===== src/rtl/riscv_ctrl_pkg.sv =====
// Shared types and constants for the multicycle RISC-V control path.
// Holds the FSM state encoding, the supported opcodes and the ALUOp codes.
package riscv_ctrl_pkg;

    typedef enum logic [3:0] {
        S_FETCH    = 4'd0,
        S_DECODE   = 4'd1,
        S_MEMADR   = 4'd2,
        S_MEMREAD  = 4'd3,
        S_MEMWB    = 4'd4,
        S_MEMWRITE = 4'd5,
        S_EXECUTER = 4'd6,
        S_EXECUTEI = 4'd7,
        S_ALUWB    = 4'd8,
        S_BEQ      = 4'd9,
        S_JAL      = 4'd10
    } statetype;

    localparam logic [6:0] OP_LW  = 7'b0000011;
    localparam logic [6:0] OP_SW  = 7'b0100011;
    localparam logic [6:0] OP_R   = 7'b0110011;
    localparam logic [6:0] OP_I   = 7'b0010011;
    localparam logic [6:0] OP_BEQ = 7'b1100011;
    localparam logic [6:0] OP_JAL = 7'b1101111;

    localparam logic [1:0] ALUOP_ADD   = 2'b00;
    localparam logic [1:0] ALUOP_SUB   = 2'b01;
    localparam logic [1:0] ALUOP_FUNCT = 2'b10;

    function automatic logic op_is_legal(input logic [6:0] op);
        return (op == OP_LW) || (op == OP_SW) || (op == OP_R) ||
               (op == OP_I)  || (op == OP_BEQ) || (op == OP_JAL);
    endfunction

endpackage


===== src/rtl/main_fsm_outdec.sv =====
// Pure combinational decoder from FSM state to the datapath control word.
// rdy only gates the fetch-time IR/PC load.
module main_fsm_outdec
    import riscv_ctrl_pkg::*;
(
    input  statetype   state,
    input  logic       rdy,
    output logic       PCUpdate,
    output logic       Branch,
    output logic       RegWrite,
    output logic       MemWrite,
    output logic       IRWrite,
    output logic       AdrSrc,
    output logic [1:0] ResultSrc,
    output logic [1:0] ALUSrcA,
    output logic [1:0] ALUSrcB,
    output logic [1:0] ALUOp
);

    always_comb begin
        PCUpdate  = 1'b0;
        Branch    = 1'b0;
        RegWrite  = 1'b0;
        MemWrite  = 1'b0;
        IRWrite   = 1'b0;
        AdrSrc    = 1'b0;
        ResultSrc = 2'b00;
        ALUSrcA   = 2'b00;
        ALUSrcB   = 2'b00;
        ALUOp     = ALUOP_ADD;
        case (state)
            S_FETCH: begin
                ALUSrcB   = 2'b10;
                ResultSrc = 2'b10;
                IRWrite   = rdy;
                PCUpdate  = rdy;
            end
            S_DECODE: begin
                ALUSrcA = 2'b01;
                ALUSrcB = 2'b01;
            end
            S_MEMADR: begin
                ALUSrcA = 2'b10;
                ALUSrcB = 2'b01;
            end
            S_MEMREAD: AdrSrc = 1'b1;
            S_MEMWB: begin
                ResultSrc = 2'b01;
                RegWrite  = 1'b1;
            end
            S_MEMWRITE: begin
                AdrSrc   = 1'b1;
                MemWrite = 1'b1;
            end
            S_EXECUTER: begin
                ALUSrcA = 2'b10;
                ALUOp   = ALUOP_FUNCT;
            end
            S_EXECUTEI: begin
                ALUSrcA = 2'b10;
                ALUSrcB = 2'b01;
                ALUOp   = ALUOP_FUNCT;
            end
            S_ALUWB: RegWrite = 1'b1;
            S_BEQ: begin
                ALUSrcA = 2'b10;
                ALUOp   = ALUOP_SUB;
                Branch  = 1'b1;
            end
            S_JAL: begin
                ALUSrcA  = 2'b01;
                ALUSrcB  = 2'b10;
                PCUpdate = 1'b1;
            end
            default: ;
        endcase
    end

endmodule


===== src/rtl/main_fsm.sv =====
// Multicycle RISC-V control FSM: state register and next-state logic, with
// a memory-ready wait handshake and illegal-opcode detection in DECODE.
module main_fsm
    import riscv_ctrl_pkg::*;
#(
    parameter int USE_MEM_READY = 1
) (
    input  logic       clk,
    input  logic       reset,
    input  logic [6:0] op,
    input  logic       mem_ready,
    output logic       PCUpdate,
    output logic       Branch,
    output logic       RegWrite,
    output logic       MemWrite,
    output logic       IRWrite,
    output logic       AdrSrc,
    output logic [1:0] ResultSrc,
    output logic [1:0] ALUSrcA,
    output logic [1:0] ALUSrcB,
    output logic [1:0] ALUOp,
    output logic       illegal_instr,
    output logic [3:0] state
);

    statetype   state_q;
    statetype   state_n;
    statetype   dec_state;
    logic       rdy;
    logic       dec_pcupdate;
    logic       dec_branch;
    logic       dec_regwrite;
    logic       dec_memwrite;
    logic       dec_irwrite;

    assign rdy = (USE_MEM_READY == 0) ? 1'b1 : mem_ready;

    always_ff @(posedge clk) begin
        if (reset) state_q <= S_FETCH;
        else       state_q <= state_n;
    end

    always_comb begin
        state_n = S_FETCH;
        case (state_q)
            S_FETCH:    state_n = rdy ? S_DECODE : S_FETCH;
            S_DECODE: begin
                case (op)
                    OP_LW, OP_SW: state_n = S_MEMADR;
                    OP_R:         state_n = S_EXECUTER;
                    OP_I:         state_n = S_EXECUTEI;
                    OP_BEQ:       state_n = S_BEQ;
                    OP_JAL:       state_n = S_JAL;
                    default:      state_n = S_FETCH;
                endcase
            end
            S_MEMADR:   state_n = (op == OP_LW) ? S_MEMREAD : S_MEMWRITE;
            S_MEMREAD:  state_n = rdy ? S_MEMWB : S_MEMREAD;
            S_MEMWB:    state_n = S_FETCH;
            S_MEMWRITE: state_n = rdy ? S_FETCH : S_MEMWRITE;
            S_EXECUTER: state_n = S_ALUWB;
            S_EXECUTEI: state_n = S_ALUWB;
            S_ALUWB:    state_n = S_FETCH;
            S_BEQ:      state_n = S_FETCH;
            S_JAL:      state_n = S_ALUWB;
            default:    state_n = S_FETCH;
        endcase
    end

    // During reset the selects look like FETCH while every write enable is held off.
    assign dec_state = reset ? S_FETCH : state_q;

    main_fsm_outdec u_outdec (
        .state     (dec_state),
        .rdy       (rdy),
        .PCUpdate  (dec_pcupdate),
        .Branch    (dec_branch),
        .RegWrite  (dec_regwrite),
        .MemWrite  (dec_memwrite),
        .IRWrite   (dec_irwrite),
        .AdrSrc    (AdrSrc),
        .ResultSrc (ResultSrc),
        .ALUSrcA   (ALUSrcA),
        .ALUSrcB   (ALUSrcB),
        .ALUOp     (ALUOp)
    );

    assign PCUpdate      = dec_pcupdate & ~reset;
    assign Branch        = dec_branch   & ~reset;
    assign RegWrite      = dec_regwrite & ~reset;
    assign MemWrite      = dec_memwrite & ~reset;
    assign IRWrite       = dec_irwrite  & ~reset;
    assign illegal_instr = ~reset & (state_q == S_DECODE) & ~op_is_legal(op);
    assign state         = state_q;

endmodule


===== config.mk =====
export PLATFORM = sky130hd
export DESIGN_NAME = main_fsm
export DESIGN_NICKNAME = d
export VERILOG_FILES = /design/src/rtl/riscv_ctrl_pkg.sv /design/src/rtl/main_fsm_outdec.sv /design/src/rtl/main_fsm.sv
export SDC_FILE = /design/constraint.sdc
export NUM_CORES = 1
export LEC_CHECK = 0
export BUFFER_PORTS_ARGS = -buffer_cell sky130_fd_sc_hd__buf_2
export CORE_AREA = 2 2 39 41
export CTS_BUF_LIST = sky130_fd_sc_hd__clkbuf_4 sky130_fd_sc_hd__clkbuf_8 sky130_fd_sc_hd__clkbuf_16
export CTS_CLUSTER_DIAMETER = 150
export DETAILED_ROUTE_END_ITERATION = 12
export DIE_AREA = 0 0 41 43
export MAX_ROUTING_LAYER = met4
export PLACE_DENSITY_LB_ADDON = 0.2
export SLEW_MARGIN = 20
export SYNTH_ARGS = -nofsm -noshare
export SYNTH_HDL_FRONTEND = slang
export SYNTH_SLANG_ARGS = --single-unit

===== constraint.sdc =====
create_clock -name clk -period 3.9 [get_ports clk]
set_input_delay 0.39 -clock clk [delete_from_list [all_inputs] [get_ports clk]]
set_output_delay 0.39 -clock clk [all_outputs]
set_load 0.05 [all_outputs]

======== Word level (Yosys, flattened, before mapping) ========
Cells that the tools add are included.
storage, ports and cells
  output and inout bits ................... 19
  input port bits ......................... 10
  register bits ........................... 4
  logic and storage cells ................. 66
  latch bits .............................. 0
  memories ................................ 0
  memory bits (writable) .................. 0
  bits in read-only memories .............. 0
cells by class
  divide/modulo/power cells ............... 0
  reduce and logical (&&, ||, !) cells .... 16
  shift-type cells ........................ 0
  equality and inequality tests ........... 23
  $mul .................................... 0
  muxes and demuxes ....................... 17
  magnitude comparators ................... 0
  bitwise gates (word level) .............. 9
  add/subtract/negate cells ............... 0
operators by type and width
  operator              count
  $eq A4 B3 Y1 const B  7
  $pmux W4 S6           1
  $pmux W4 S5           1
  $eq A4 B2 Y1 const B  4
  $eq A4 B4 Y1 const B  4
  $pmux W2 S2           4
  $eq A7 B6 Y1 const B  2
  $eq A7 B7 Y1 const B  2
  $reduce_or A2 Y1      6
  $mux W3               3
  $eq A4 B1 Y1 const B  2
  $logic_not A4 Y1      2
  $and A1 B1 Y1         7
  $eq A7 B2 Y1 const B  1
  $eq A7 B5 Y1 const B  1
  $mux W1               6
  $reduce_or A3 Y1      2
  $logic_or A1 B1 Y1    5
  $mux W4               1
  $reduce_or A4 Y1      1
  $not A1 Y1            2
  $pmux W1 S2           1

======== Longest topological paths before layout ========
Gate-level depths: netlist (run 1).
  depth after elaboration ................. 8
  depth in mapped cells ................... 6
  depth with buffers taken out ............ 4

======== Hierarchy ========
A second synthesis (run 1) with hierarchy kept.
second synthesis, totals
  cells, all modules ...................... 91
  area total of the unflattened synthesis .. 631.9 um2
modules (own cells, without submodules)
  module           times used  area each (um2)  seq. area each (um2)  cells each
  main_fsm         1           416.6            80.1                  57
  main_fsm_outdec  1           215.2            0.0                   34

======== Least setup slack after synthesis (run 1) ========
Ideal clock, no wire load.
  path type ............................... register to output
  start point ............................. register state_q[3] (netlist: state[3])
  end point ............................... output ALUOp[0]
  required time ........................... 3,510 ps
  path buffers ............................ 2
  stages on the path, launching flop included .. 4
  data arrival time ....................... 2,730 ps
  slack ................................... 780 ps
  path through ............................ dfxtp_1 buf_6 clkbuf_1 nor4b_1
between the ends
  cells in the longest elaborated chain, start to end .. 4
  elaborated cells on any way between the ends .. 6
  classes of those cells .................. eq/ne: 3; mux: 2; reduce/logical: 1
ends and longest elaborated chain
  what                               line                   text
  from (decl)                        main_fsm.sv:26         statetype state_q;
  from (signal assigned)             main_fsm.sv:40         else state_q <= state_n;
  $mux W4 *                          main_fsm.sv:71         assign dec_state = reset ? S_FETCH : state_q;
  $eq A4 B3 Y1                       main_fsm_outdec.sv:31  case (state)
  $reduce_or A2 Y1 (no source line)  -
  $pmux W2 S2 *                      main_fsm_outdec.sv:31
  to (decl)                          main_fsm.sv:21         output logic [1:0] ALUOp,
Mark *: on every way between the ends. The rest lies on a longest branch, timed or not.

======== Worst setup path after layout (run 1) ========
  start point ............................. register state_q[1] (netlist: state[1])
  end point ............................... output ALUSrcA[0]
between the ends
  cells in the longest elaborated chain, start to end .. 4
  elaborated cells on any way between the ends .. 10
  classes of those cells .................. eq/ne: 6; mux: 2; reduce/logical: 2
ends and longest elaborated chain
  what                                                                          line                   text
  $mux W4 *                                                                     main_fsm.sv:71
  $eq A4 B2 Y1 (tied with other cells)                                          main_fsm_outdec.sv:31
  $reduce_or A4 Y1 (no source line) / $reduce_or A2 Y1 (equally long branches)  -
  $pmux W2 S2 *                                                                 main_fsm_outdec.sv:31
  to (decl)                                                                     main_fsm.sv:19         output logic [1:0] ALUSrcA,
Marks and branches as above.

==> metrics.txt, run 1 <==
Max FO, Critical Path=19; Rel. slew slack=54.1%; syn nets=97; GRT overflow=0; H-tree levels=1; fin cells=roughly 130; wire per inst=12.0 µm; WHS=0.448 ns; asr flop ratio synth=0%; largest net degree at the start of global routing=23; sequential cell area=roughly 80 µm²; synth warn=0; outcome=finished clean; fin crit period=between 2 and 2.5 ns; first-pass GRT wire length=between 2000 and 2500 µm; Final #Nets=between 100 and 150; switch share=between 30% and 40%; Die W=about 40 µm; fmax=447 MHz; DIE HEIGHT=around 43 µm; clock power share=~37%; cells on worst reg2reg path=3; unique cell type count in the Yosys netlist=34; # hold bufs at CTS=0; Total GRT Usage=about 20%; # IOs=29; Yosys reg bits=4; Final Max Tran Viols=0; leak pwr=approximately 0.00031 µW; RSZ-0062 raised after global routing=no; Post-DP Area=672 µm²; clock sinks=4; maximum vdd drop=approximately 150 µV; Num CTS Buffers=3; Root Driver=clkbuf_4; cell area power density=a little over 200 mW/mm²; dpl hpwl=approximately 1100 µm; CP Capture Type=primary output; Final Hold Vio Count=0; Post CTS Setup Buffer Count=0; layout cell share with drive strength beyond 1=28.4%; initial antenna violation count=0; vias per cell=roughly 6; vias in the first global route=between 600 and 700; Via Count=~730; RD Place Congestion=a little over 0.8; Avg Cell Area, Syn=6.40 µm²; CP Class=reg -> out; Final Cell Area=694 µm²; die area=0.00176 mm²; sequential cell area fraction in the yosys report=14.4%; max FFs per register=4; Main synth FF type=dfxtp_1; worst path cell trace=nor2b_1, nand2_1, a211oi_1, buf_2; critical path startpoint category=flip-flop; row count=14; # setup viols final=0; Initial Util=between 40% and 50%; total wire length=approximately 1500 µm; Synth Instances=between 80 and 90; setup TNS=0 ns; FILL cells=150; latest clock arrival within the worst-skew pair=0.24 ns; Worst Hold Class=in -> reg; clock slew at the register clock pins of the worst setup and hold paths=about 0.04 ns; Fin Clk Skew=0.00542 ns; Inst Count DP=122; footprint of the multi-input gates=428 µm²; DRC viols=0; TritonRoute pass-1 iters=4; Port Buffer Count=28; CP max stage delay=about 0.7 ns; maximum buffer depth of the clock tree=2; Comb power frac=31.3%; Worst EP arrival=between 1.5 and 2 ns; Synth-to-Final Area Change=24.7%; CP max stage cell=dfxtp_1; Hold Crit Depth=3; Slew @ Worst Pin=0.688 ns; post-route ant nets=0; n_diodes=0; P_sw=around 54 µW; Req. time, crit path=approximately 3.5 ns; Post-synth EDFFs=0; Core Area=about 0.0014 mm²; Final period util=57.3%; post_cts resized=0; synthesized area=~560 µm²; Seq pwr share=31.5%; Iter 0 DRT Violations=27; Int Pwr=90.2 µW; CTS tree=done; max-cap violation count=0
power groups by stage:
| stage | Combinational, µW | Clock (µW) | Sequential, µW |
|---|---|---|---|
| final | 45.1 | 53.6 | 45.4 |
| after global routing | 48.7 | 57.7 | 45.8 |
| after CTS | 45.0 | 54.0 | 45.2 |
| after detailed placement | 44.9 | 0 | 45.9 |
| after global placement | 44.7 | 0 | 45.9 |
| after floorplan | 31.4 | 0 | 46.5 |
through the flow:
step / util, % / total power [µW] / setup slack, ns
after detailed placement: 48.6 / 90.8 / 1.94
after CTS: 50.2 / 144 / 1.69
final: 50.2 / 144 / 1.66
after floorplan: - / 77.8 / 0.780
after global routing: 50.2 / 152 / 1.53
after global placement: 48.6 / 90.6 / 1.93
layout by cell type, fill, tap and decap left out, drive strengths merged:
master / count
a311oi: 1
nand3b: 2
nand2: 10
or4: 1
nor2: 12
a31oi: 3
o31ai: 1
xor2: 2
nor4b: 2
o21bai: 2
or3: 1
a221oi: 1
o21ai: 2
nand3: 3
nor3: 4
and3: 3
nand2b: 5
dfxtp: 4
nor2b: 2
inv: 1
a2111oi: 1
a21oi: 4
clkbuf: 3
nand4bb: 1
nor4: 3
a211oi: 2
buf: 28
xnor2: 1
o31a: 1
a21o: 1
nor3b: 1
or3b: 1
final cells by class:
cell class	count	share of cell area [%]
multi-input combinational	73	61.6
timing repair buffer	28	20.2
sequential	4	11.5
clock buffer	3	3.24
tap	16	2.88
inverter	1	0.541
synthesized netlist by cell type, types with 2 or more instances:
master | instances | area, µm²
nor2_1 | 12 | 45.0
nand2_1 | 10 | 37.5
clkbuf_1 | 5 | 18.8
nand2b_1 | 5 | 31.3
a21oi_1 | 4 | 20.0
dfxtp_1 | 4 | 80.1
nor3_1 | 4 | 20.0
a31oi_1 | 3 | 18.8
and3_1 | 3 | 18.8
buf_2 | 3 | 15.0
nand3_1 | 3 | 15.0
nor4_1 | 3 | 18.8
a211oi_1 | 2 | 15.0
nand3b_1 | 2 | 15.0
nor2b_1 | 2 | 12.5
nor4b_1 | 2 | 17.5
o21bai_1 | 2 | 15.0
xor2_1 | 2 | 17.5
layer usage:
layer / routed length [µm] / vias up / track usage [%]
li1: - / 362 / -
met4: 29 / 0 / 10.0
met3: 104 / 4 / 3.66
met5: 0 / - / -
met2: 723 / 33 / 30.6
met1: 646 / 332 / 25.1
worst max-delay path: cells and delay by family, from the launching register on:
family | cells | cell delay, ns
AOI/OAI and AO/OA | 1 | 0.23
buffers and inverters | 1 | 0.29
DFF | 1 | 0.68
and+or+nand+nor | 2 | 0.40
worst paths after layout:
kind                            startpoint          to  slack (ns)
worst min register to register    state[0]    state[1]        0.73
worst min-delay path                 op[4]    state[2]        0.45
worst max-delay path              state[1]  ALUSrcA[0]        1.66
worst max register to register    state[2]    state[1]        2.25
logic make-up (layout without fill, tap and decap cells):
group	count (synthesis)	in the layout	share of synthesized area, %
buffers and inverters	10	32	8.76
AO/OA/AOI/OAI	19	19	23.1
AND/OR/NAND/NOR	51	51	49.0
XOR/XNOR	3	3	4.72
flip-flops	4	4	14.4
(Power assumes the default switching activity.)
==> run 2: changes to the inputs <==
--- a/config.mk
+++ b/config.mk
@@ -6,11 +6,11 @@
 export NUM_CORES = 1
 export LEC_CHECK = 0
 export BUFFER_PORTS_ARGS = -buffer_cell sky130_fd_sc_hd__buf_2
-export CORE_AREA = 2 2 39 41
+export CORE_MARGIN = 2
+export CORE_UTILIZATION = 39
 export CTS_BUF_LIST = sky130_fd_sc_hd__clkbuf_4 sky130_fd_sc_hd__clkbuf_8 sky130_fd_sc_hd__clkbuf_16
 export CTS_CLUSTER_DIAMETER = 150
 export DETAILED_ROUTE_END_ITERATION = 12
-export DIE_AREA = 0 0 41 43
 export MAX_ROUTING_LAYER = met4
 export PLACE_DENSITY_LB_ADDON = 0.2
 export SLEW_MARGIN = 20
==> constraint.sdc (replaced) <==
create_clock -name clk -period 1.85 [get_ports clk]
set_input_delay 0.185 -clock clk [delete_from_list [all_inputs] [get_ports clk]]
set_output_delay 0.185 -clock clk [all_outputs]
set_load 0.05 [all_outputs]
==> metrics.txt, run 2 (synthesis results as in run 1) <==
outcome=finished clean; n_diodes=0; Post CTS Setup Buffer Count=0; WHS=around 0.26 ns; Slew @ Worst Pin=approximately 0.51 ns; vias in the first global route=692; Inst Count DP=between 100 and 150; Rel. slew slack=66.0%; cells on worst reg2reg path=3; Final #Nets=126; max FFs per register=4; Final Cell Area=approximately 860 µm²; Total GRT Usage=21.8%; post_cts resized=0; total wire length=around 1700 µm; cell area power density=389 mW/mm²; most frequent cells in the layout=buf_2 (27), nor2_1 (10), nand2_1 (10), nand2b_1 (5), buf_4 (5); Final Max Tran Viols=0; wire per inst=around 14 µm; worst reg2reg startpoint=state[2]; Worst EP arrival=approximately 1.6 ns; latest clock arrival within the worst-skew pair=0.25 ns; Core Area=roughly 0.0013 mm²; critical path startpoint category=flip-flop; # setup viols final=0; Num CTS Buffers=3; Max FO, Critical Path=12; RD Place Congestion=~0.85; die area=roughly 0.0017 mm²; Worst Hold Class=in -> reg; reg2reg end=state[1]; max-cap violation count=0; Final Hold Vio Count=0; DIE HEIGHT=roughly 42 µm; Die W=between 40 and 50 µm; fin crit period=1.79 ns; fin cells=around 130; Setup crit start=state[0]; first-pass GRT wire length=around 2900 µm; # IOs=29; CP Class=reg -> out; vias per cell=5.68; fmax=about 560 MHz; Post-DP Area=around 830 µm²; RSZ-0062 raised after global routing=no; R2R Setup Slk=between 0.3 and 0.4 ns; GRT overflow=0; clock slew at the register clock pins of the worst setup and hold paths=~0.04 ns; Root Driver=clkbuf_4; initial antenna violation count=0; # hold bufs at CTS=0; row count=13; layout cell share with drive strength beyond 1=44.7%; clock sinks=4; CP Capture Type=primary output; Synth-to-Final Area Change=54.2%; CP endpoint=Branch; post-route ant nets=0; Fin Clk Skew=0.00777 ns; Initial Util=~42%; H-tree levels=1; Port Buffer Count=28; FILL cells=roughly 120; leak pwr=about 0.00035 µW; CTS tree=done; TritonRoute pass-1 iters=4; DRC viols=0; maximum vdd drop=between 200 and 250 µV; Final Util=65.1%; Final period util=between 90% and 100%; largest net degree at the start of global routing=19; Iter 0 DRT Violations=12; leading cell type in the layout, fill and taps excluded=buf_2; dpl hpwl=about 1300 µm; maximum buffer depth of the clock tree=2; Via Count=approximately 730; Req. time, crit path=1.66 ns
## run 2: power breakdown
group	total, µW	leakage (µW)	internal, µW	switching, µW
registers	95.6	0.0000343	88.7	6.93
clock network	118	0.0000138	73.2	44.7
logic	121	0.000297	40.0	80.5
## run 2: worst min path at each step
stage / end / cells past startpoint / slack [ns] / from
global placement: state[2] / 3 / 0.49 / op[4]
CTS: state[2] / 3 / 0.26 / op[4]
floorplan: state[2] / 2 / 0.33 / op[4]
detailed placement: state[2] / 3 / 0.51 / op[4]
global route: state[1] / 3 / 0.27 / op[4]
finish: state[2] / 3 / 0.26 / op[4]
## run 2: area by class of cell
cell class              count  area (µm²)  share of cell area, %
clock buffers               3        22.5                   2.62
well taps                  15        18.8                   2.19
flip-flops and latches      4        85.1                   9.91
inverters                   1        3.75                  0.437
multi-input cells          73         548                   63.8
repair buffers             33         180                   21.0
## run 2: through the flow
step | setup TNS (ns) | power (µW) | setup WS (ns)
detailed placement | 0 | 216 | 0.305
CTS | 0 | 332 | 0.0325
floorplan | -0.0933 | 182 | -0.0933
global placement | 0 | 215 | 0.299
global route | 0 | 347 | 0.000784
finish | 0 | 334 | 0.0613
## run 2: per-layer routing
metal / vias to the layer above / GRT usage, % / part of all wire (%)
met2: 22 / 35.9 / 49
met3: 5 / 2.61 / 4.4
met1: 336 / 26.5 / 45
li1: 370 / - / -
met4: 0 / 9.68 / 1.8
met5: - / - / 0
## run 2: critical path: stages (launching register included)
cell and delay [ns]:
dfxtp_2 0.49, nand2b_1 0.10, buf_4 0.20, nor4b_4 0.28
buf_2 0.30
